===== config.mk =====
export PLATFORM = sky130hd
export DESIGN_NAME = calc_sequencer
export DESIGN_NICKNAME = d
export VERILOG_FILES = /design/src/rtl/calc_seq_pkg.sv /design/src/rtl/calc_sequencer_dec_accum.sv /design/src/rtl/calc_sequencer.sv
export SDC_FILE = /design/constraint.sdc
export NUM_CORES = 1
export LEC_CHECK = 0
export CORE_UTILIZATION = 46
export DETAILED_ROUTE_END_ITERATION = 10
export HOLD_SLACK_MARGIN = 0.08
export PLACE_DENSITY = 0.78
export SYNTH_ARGS = -nofsm -noshare
export SYNTH_HDL_FRONTEND = slang
export SYNTH_HIERARCHICAL = 1
export SYNTH_SLANG_ARGS = --single-unit

===== constraint.sdc =====
create_clock -name Clock -period 13.9 [get_ports Clock]
set_input_delay 4.17 -clock Clock [delete_from_list [all_inputs] [get_ports Clock]]
set_output_delay 4.17 -clock Clock [all_outputs]
set_load 0.01 [all_outputs]

===== src/rtl/calc_seq_pkg.sv =====
// calc_seq_pkg: shared key codes, ALU opcodes, FSM states and width defaults for the calculator sequencer
package calc_seq_pkg;
  localparam int DEF_DATA_W = 16;
  localparam int DEF_OP_W = 3;
  localparam int DEF_TIMEOUT = 255;
  localparam logic [3:0] K_ADD = 4'd10;
  localparam logic [3:0] K_SUB = 4'd11;
  localparam logic [3:0] K_MUL = 4'd12;
  localparam logic [3:0] K_DIV = 4'd13;
  localparam logic [3:0] K_EQ = 4'd14;
  localparam logic [3:0] K_CLR = 4'd15;
  localparam logic [2:0] OP_ADD = 3'd0;
  localparam logic [2:0] OP_SUB = 3'd1;
  localparam logic [2:0] OP_MUL = 3'd2;
  localparam logic [2:0] OP_DIV = 3'd3;
  typedef enum logic [2:0] {
    S_ENTER_A, S_OP_PEND, S_ENTER_B, S_ISSUE, S_WAIT_ALU, S_SHOW, S_ERROR
  } state_t;
endpackage


===== src/rtl/calc_sequencer_dec_accum.sv =====
// dec_accum: combinational val*10+digit with overflow flag
module dec_accum #(
  parameter int W = 16
) (
  input  logic [W-1:0] val,
  input  logic [3:0]   digit,
  output logic [W-1:0] sum,
  output logic         ovf
);
  logic [W+3:0] full;
  assign full = {4'd0, val} * (W+4)'(10) + {{W{1'b0}}, digit};
  assign sum = full[W-1:0];
  assign ovf = |full[W+3:W];
endmodule


===== src/rtl/calc_sequencer.sv =====
// calc_sequencer: key-driven operand builder issuing ALU operations over a start/done handshake
module calc_sequencer
  import calc_seq_pkg::*;
#(
  parameter int DATA_W = DEF_DATA_W,
  parameter int OP_W = DEF_OP_W,
  parameter int TIMEOUT = DEF_TIMEOUT
) (
  input  logic              Clock,
  input  logic              Reset,
  input  logic              key_valid,
  input  logic [3:0]        key_code,
  output logic [7:0]        SRCH,
  output logic [7:0]        SRCL,
  output logic [7:0]        DSTH,
  output logic [7:0]        DSTL,
  output logic [OP_W-1:0]   ALU_OP,
  output logic              alu_start,
  input  logic              alu_done,
  input  logic              alu_err,
  input  logic [DATA_W-1:0] alu_result,
  output logic [DATA_W-1:0] disp_value,
  output logic              disp_err,
  output logic              busy
);
  localparam int TW = $clog2(TIMEOUT + 1);
  state_t st, st_n;
  logic [DATA_W-1:0] a, a_n, b, b_n, a_acc, b_acc;
  logic [OP_W-1:0] op, op_n, nop, nop_n, kop;
  logic chain, chain_n, pclr, pclr_n, a_ovf, b_ovf;
  logic dig, opk, eq, clr, in_busy, fin;
  logic [TW-1:0] cnt, cnt_n;
  dec_accum #(.W(DATA_W)) u_acc_a (.val(a), .digit(key_code), .sum(a_acc), .ovf(a_ovf));
  dec_accum #(.W(DATA_W)) u_acc_b (.val(b), .digit(key_code), .sum(b_acc), .ovf(b_ovf));
  assign dig = key_valid && key_code < K_ADD;
  assign opk = key_valid && key_code >= K_ADD && key_code <= K_DIV;
  assign eq = key_valid && key_code == K_EQ;
  assign clr = key_valid && key_code == K_CLR;
  assign kop = OP_W'(key_code - K_ADD);
  assign in_busy = st == S_ISSUE || st == S_WAIT_ALU;
  assign fin = st == S_WAIT_ALU && (alu_done || cnt == TW'(TIMEOUT - 1));
  always_comb begin
    st_n = st;
    a_n = a;
    b_n = b;
    op_n = op;
    nop_n = nop;
    chain_n = chain;
    pclr_n = pclr;
    cnt_n = '0;
    case (st)
      S_ENTER_A: begin
        if (dig && !a_ovf) a_n = a_acc;
        else if (opk) begin
          op_n = kop;
          st_n = S_OP_PEND;
        end
      end
      S_OP_PEND: begin
        if (dig) begin
          b_n = DATA_W'(key_code);
          st_n = S_ENTER_B;
        end else if (opk) op_n = kop;
      end
      S_ENTER_B: begin
        if (dig && !b_ovf) b_n = b_acc;
        else if (opk || eq) begin
          chain_n = opk;
          nop_n = opk ? kop : nop;
          st_n = S_ISSUE;
        end
      end
      S_ISSUE: st_n = S_WAIT_ALU;
      S_WAIT_ALU: begin
        cnt_n = cnt + 1'b1;
        if (fin && (!alu_done || alu_err)) st_n = S_ERROR;
        else if (fin) begin
          a_n = alu_result;
          op_n = chain ? nop : op;
          st_n = chain ? S_OP_PEND : S_SHOW;
        end
      end
      S_SHOW: begin
        if (dig) begin
          a_n = DATA_W'(key_code);
          st_n = S_ENTER_A;
        end else if (opk) begin
          op_n = kop;
          st_n = S_OP_PEND;
        end
      end
      default: ;
    endcase
    if (clr && in_busy) pclr_n = 1'b1;
    if ((clr && !in_busy) || (fin && pclr_n)) begin
      st_n = S_ENTER_A;
      a_n = '0;
      b_n = '0;
      op_n = '0;
      pclr_n = 1'b0;
    end
  end
  always_ff @(posedge Clock) begin
    if (!Reset) begin
      st <= S_ENTER_A;
      a <= '0;
      b <= '0;
      op <= '0;
      nop <= '0;
      chain <= 1'b0;
      pclr <= 1'b0;
      cnt <= '0;
      alu_start <= 1'b0;
      busy <= 1'b0;
      disp_err <= 1'b0;
      disp_value <= '0;
    end else begin
      st <= st_n;
      a <= a_n;
      b <= b_n;
      op <= op_n;
      nop <= nop_n;
      chain <= chain_n;
      pclr <= pclr_n;
      cnt <= cnt_n;
      alu_start <= st_n == S_ISSUE;
      busy <= st_n == S_ISSUE || st_n == S_WAIT_ALU;
      disp_err <= st_n == S_ERROR;
      disp_value <= st_n == S_ERROR ? '0 : st_n == S_ENTER_B ? b_n : a_n;
    end
  end
  assign SRCH = a[15:8];
  assign SRCL = a[7:0];
  assign DSTH = b[15:8];
  assign DSTL = b[7:0];
  assign ALU_OP = op;
endmodule


==> flow_summary.json <==
{
  "outcome": "finished, final reports clean",
  "rr_endpoint": "disp_value[5]",
  "number_of_global_route_vias_before_repair": 5016,
  "synth_seq_cells": 70,
  "cts_buffers": 9,
  "worst_path_most_repeated_cell": "nand4_1",
  "via_count": 5348,
  "yosysUniqueCellTypes": 84,
  "clock_sink_total": 70,
  "cts_root_buffer": "clkbuf_16",
  "synth.yosys.seq_area_share_pct": 24.8,
  "stdcell_count": 868,
  "cp_slowest_cell": "nor3b_2",
  "multiInputGateArea_um2": 4050,
  "horizontal_die_dimension_um": 113,
  "drt.antenna.violating_nets": 0,
  "maxSlewViolCount": 0,
  "crit_path_max_incr_delay_ps": 830,
  "cts.clk_slew.worst_paths_ps": 60,
  "detail_route.drc_violations": 0,
  "met1_track_demand_over_resource_pct": 31.1,
  "grtUsageMet3_pct": 3.96,
  "power.static_leakage_uw": 0.00271,
  "finalCriticalPeriod_ps": 8970,
  "routed_wire_length_per_instance_um": 17.8,
  "drt-vias-per-instance": 6.16,
  "source_to_sink_clock_delay_at_the_later_pin_of_the_worst_skew_pair_ps": 330,
  "io_pins": 79,
  "area_of_the_mapped_netlist_um2": 5660,
  "dr_pass1_iterations": 7,
  "floorplan.die_area_um2": 12800,
  "number_of_antenna_violations_at_the_first_check_in_global_routing": 0,
  "setup_crit_path_kind": "input pin to flop",
  "deepest_level_of_the_cts_h_tree": 3,
  "core_um2": 12000,
  "rows": 40,
  "fp.dieH_um": 113,
  "worst_hold_path_type": "flop to flop",
  "grt_start_max_net_pins": 37,
  "crit_start": "key_code[1]",
  "cts_tree": "done",
  "total_power_uw": 520,
  "cp_data_arrival_time_ps": 9200,
  "timing.critical_path.required_ps": 14130,
  "register_area_um2": 1400,
  "holdPathStages": 1,
  "crit-reg2reg-launch": "b[1]",
  "area.growth.synth_to_final_pct": 20.3,
  "finalWirelength_um": 15400,
  "drt-initial-drc-count": 390,
  "synth_async_reset_ratio_pct": 0,
  "worst-slew-pin-transition_ps": 1240,
  "tns_ps": 0,
  "reg2reg_slack_ps": 8510,
  "grt_overflow_total": 0,
  "worstRegToRegCells": 16,
  "ys_dominant_reg_cell": "dfxtp_1",
  "path_buf_inv": 2,
  "dp_cells": 852,
  "fmaxAchievable_mhz": 112,
  "post_dp_cell_area_um2": 6510,
  "layout.filler_cells": 1112,
  "layer_with_the_highest_usage_after_global_routing": "met2",
  "crit_path_max_fanout": 16,
  "drive_gt1_share_pct": 7.21,
  "synth_enable_flop_cells": 0,
  "placement.io_buffers": 78,
  "hp-start": "cnt[0]",
  "synth.avg_cell_area_um2": 8.67,
  "gp_congestion": 0.921,
  "report.final.hold_viol_count": 0,
  "fin_skew_ps": 7.71,
  "timing.critical_path.cells": "clkdlybuf4s50_1 > ha_1 > inv_1 > fa_1 > nor2b_1 > o21ai_0 > nor3b_1 > nand4_1 > nor4_2 > nand4_1 > nor3_2 > o211ai_1 > nor3_1 > nor3b_2 > a222oi_1 > a21boi_0 > a2111oi_2",
  "initial_core_util_pct": 47.1,
  "cpLargestDelayFamily": "simple AND/OR/NAND/NOR gates",
  "final_area_um2": 6810,
  "power.density_nw_per_um2": 76.4,
  "grt_overall_usage_pct": 24.4,
  "netlist_instances": 653,
  "cts.path.max_buffers": 2,
  "final_min_period_over_clock_period_pct": 64.5,
  "grt_setup_unrepaired": "false",
  "cts.repair.resized": 0,
  "fraction_of_met2_tracks_used_by_global_routing_pct": 42.8,
  "layout.nets": 809,
  "yosys_warnings": 6,
  "maxCapViolCount": 0,
  "report.final.setup_viol": 0,
  "cts.hold.buffers_added": 0,
  "diodes": 0,
  "ir_worst_vdd_v": 0.0000513,
  "grt_first_pass_wirelength_um": 25000,
  "cp-end-kind": "flop",
  "worst_hold_path.endpoint": "cnt[0]",
  "critPathLaunchType": "input pin",
  "dpl.hpwl_um": 11900,
  "cts_setup_buffers": 0,
  "worst_slew_margin_rel_pct": 16.9,
  "synth_fp_nets": 746
}
[kinds of logic after synthesis]
logic type                 Yosys count  synth area share, %
and+or+nand+nor                    231                 22.8
AOI/OAI and AO/OA                  179                 24.2
DFF                                 70                 24.8
adders and majority gates           68                 15.6
xor gates and xnor gates            51                 7.89
buffers and inverters               48                 3.67
muxes                                6                 1.08
[sequential cells by signal, indices dropped and copies added, names as in the netlist, 3 cells and up]
signal      count
st              3
a              16
b              16
disp_value     16
cnt             8
nop             3
ALU_OP          3
[final cells by class]
type | instances | area share, %
Clock inverter | 3 | 0.625
Timing Repair Buffer | 79 | 11.6
Inverter | 21 | 1.16
Clock buffer | 13 | 3.82
Tap cell | 147 | 2.70
Multi-Input combinational cell | 535 | 59.5
Sequential cell | 70 | 20.6
[cells in the final DEF, fill, tap and decap left out, types with 5 or more instances in the layout]
cell             instances
nor2_1                  64
and3_1                  11
a21o_1                  11
o21ai_0                 18
xor2_1                  14
a211oi_1                 6
a21oi_1                 47
a22oi_1                 15
a31oi_1                  5
a222oi_1                13
or3b_1                  12
clkdlybuf4s50_1         78
and2_1                   5
or3_1                    5
nor3_1                  11
ha_1                    64
nand3_1                 17
nor2b_1                 12
or2_1                    9
xnor2_1                 37
inv_1                   20
dfxtp_1                 70
nand2_1                 33
nor4_1                   6
o211ai_1                11
nand4_1                  7
nand2b_1                 5
mux2i_1                  5
clkbuf_16                9
[cells in the mapped netlist (all sizes together) (7+ instances only)]
master / n / area [um2]
a211oi: 8 / 77.6
o21ai: 21 / 105
buf: 11 / 68.8
nand2: 35 / 134
xnor2: 37 / 324
nor2b: 13 / 88.8
nor3: 14 / 85.1
ha: 64 / 801
or2: 14 / 87.6
xor2: 14 / 123
a21o: 12 / 91.3
clkbuf: 16 / 60.1
o211ai: 11 / 82.6
a21oi: 49 / 253
a222oi: 13 / 130
nand3: 17 / 85.1
or3b: 12 / 105
and3: 11 / 68.8
nor4: 8 / 71.3
or3: 7 / 50.1
nand4: 7 / 43.8
inv: 21 / 78.8
nor2: 64 / 240
dfxtp: 70 / 1400
a22oi: 15 / 113
[per-stage QoR]
step	utilization, %	hold WS, ps	setup WS (ps)
4_1_cts	56.7	485	5000
3_3_place_gp	54.2	442	4830
5_1_grt	56.7	508	4520
2_1_floorplan	-	430	6340
3_5_place_dp	54.2	471	4670
6_report	56.7	478	4930
[per-layer routing]
| metal | vias to the layer above | wire, um | share of wire (%) |
|---|---|---|---|
| li1 | 2571 | - | - |
| met1 | 2563 | 6830 | 44 |
| met2 | 197 | 7520 | 49 |
| met3 | 17 | 923 | 6.0 |
| met4 | 0 | 160 | 1.0 |
| met5 | - | 0 | 0 |
[power breakdown]
group	total, uW	switching, uW	internal (uW)
combinational	75.7	40.6	35.1
clock	232	83.6	148
sequential	212	6.42	206
[worst max-delay path by stage]
stage / to / depth (start not counted)
6_report: disp_value[0] / 17
5_1_grt: disp_value[0] / 17
4_1_cts: disp_value[0] / 17
3_5_place_dp: disp_value[0] / 17
3_3_place_gp: disp_value[0] / 17
2_1_floorplan: disp_value[4] / 18
[worst register-to-register path: cells and delay by family (launching register included)]
family | cells | cell delay [ps]
fa+ha+maj | 3 | 970
mux | 1 | 220
flops | 1 | 460
simple gates | 5 | 1710
compound gates | 7 | 1890
Note: power is estimated with default switching activity, not from simulation.
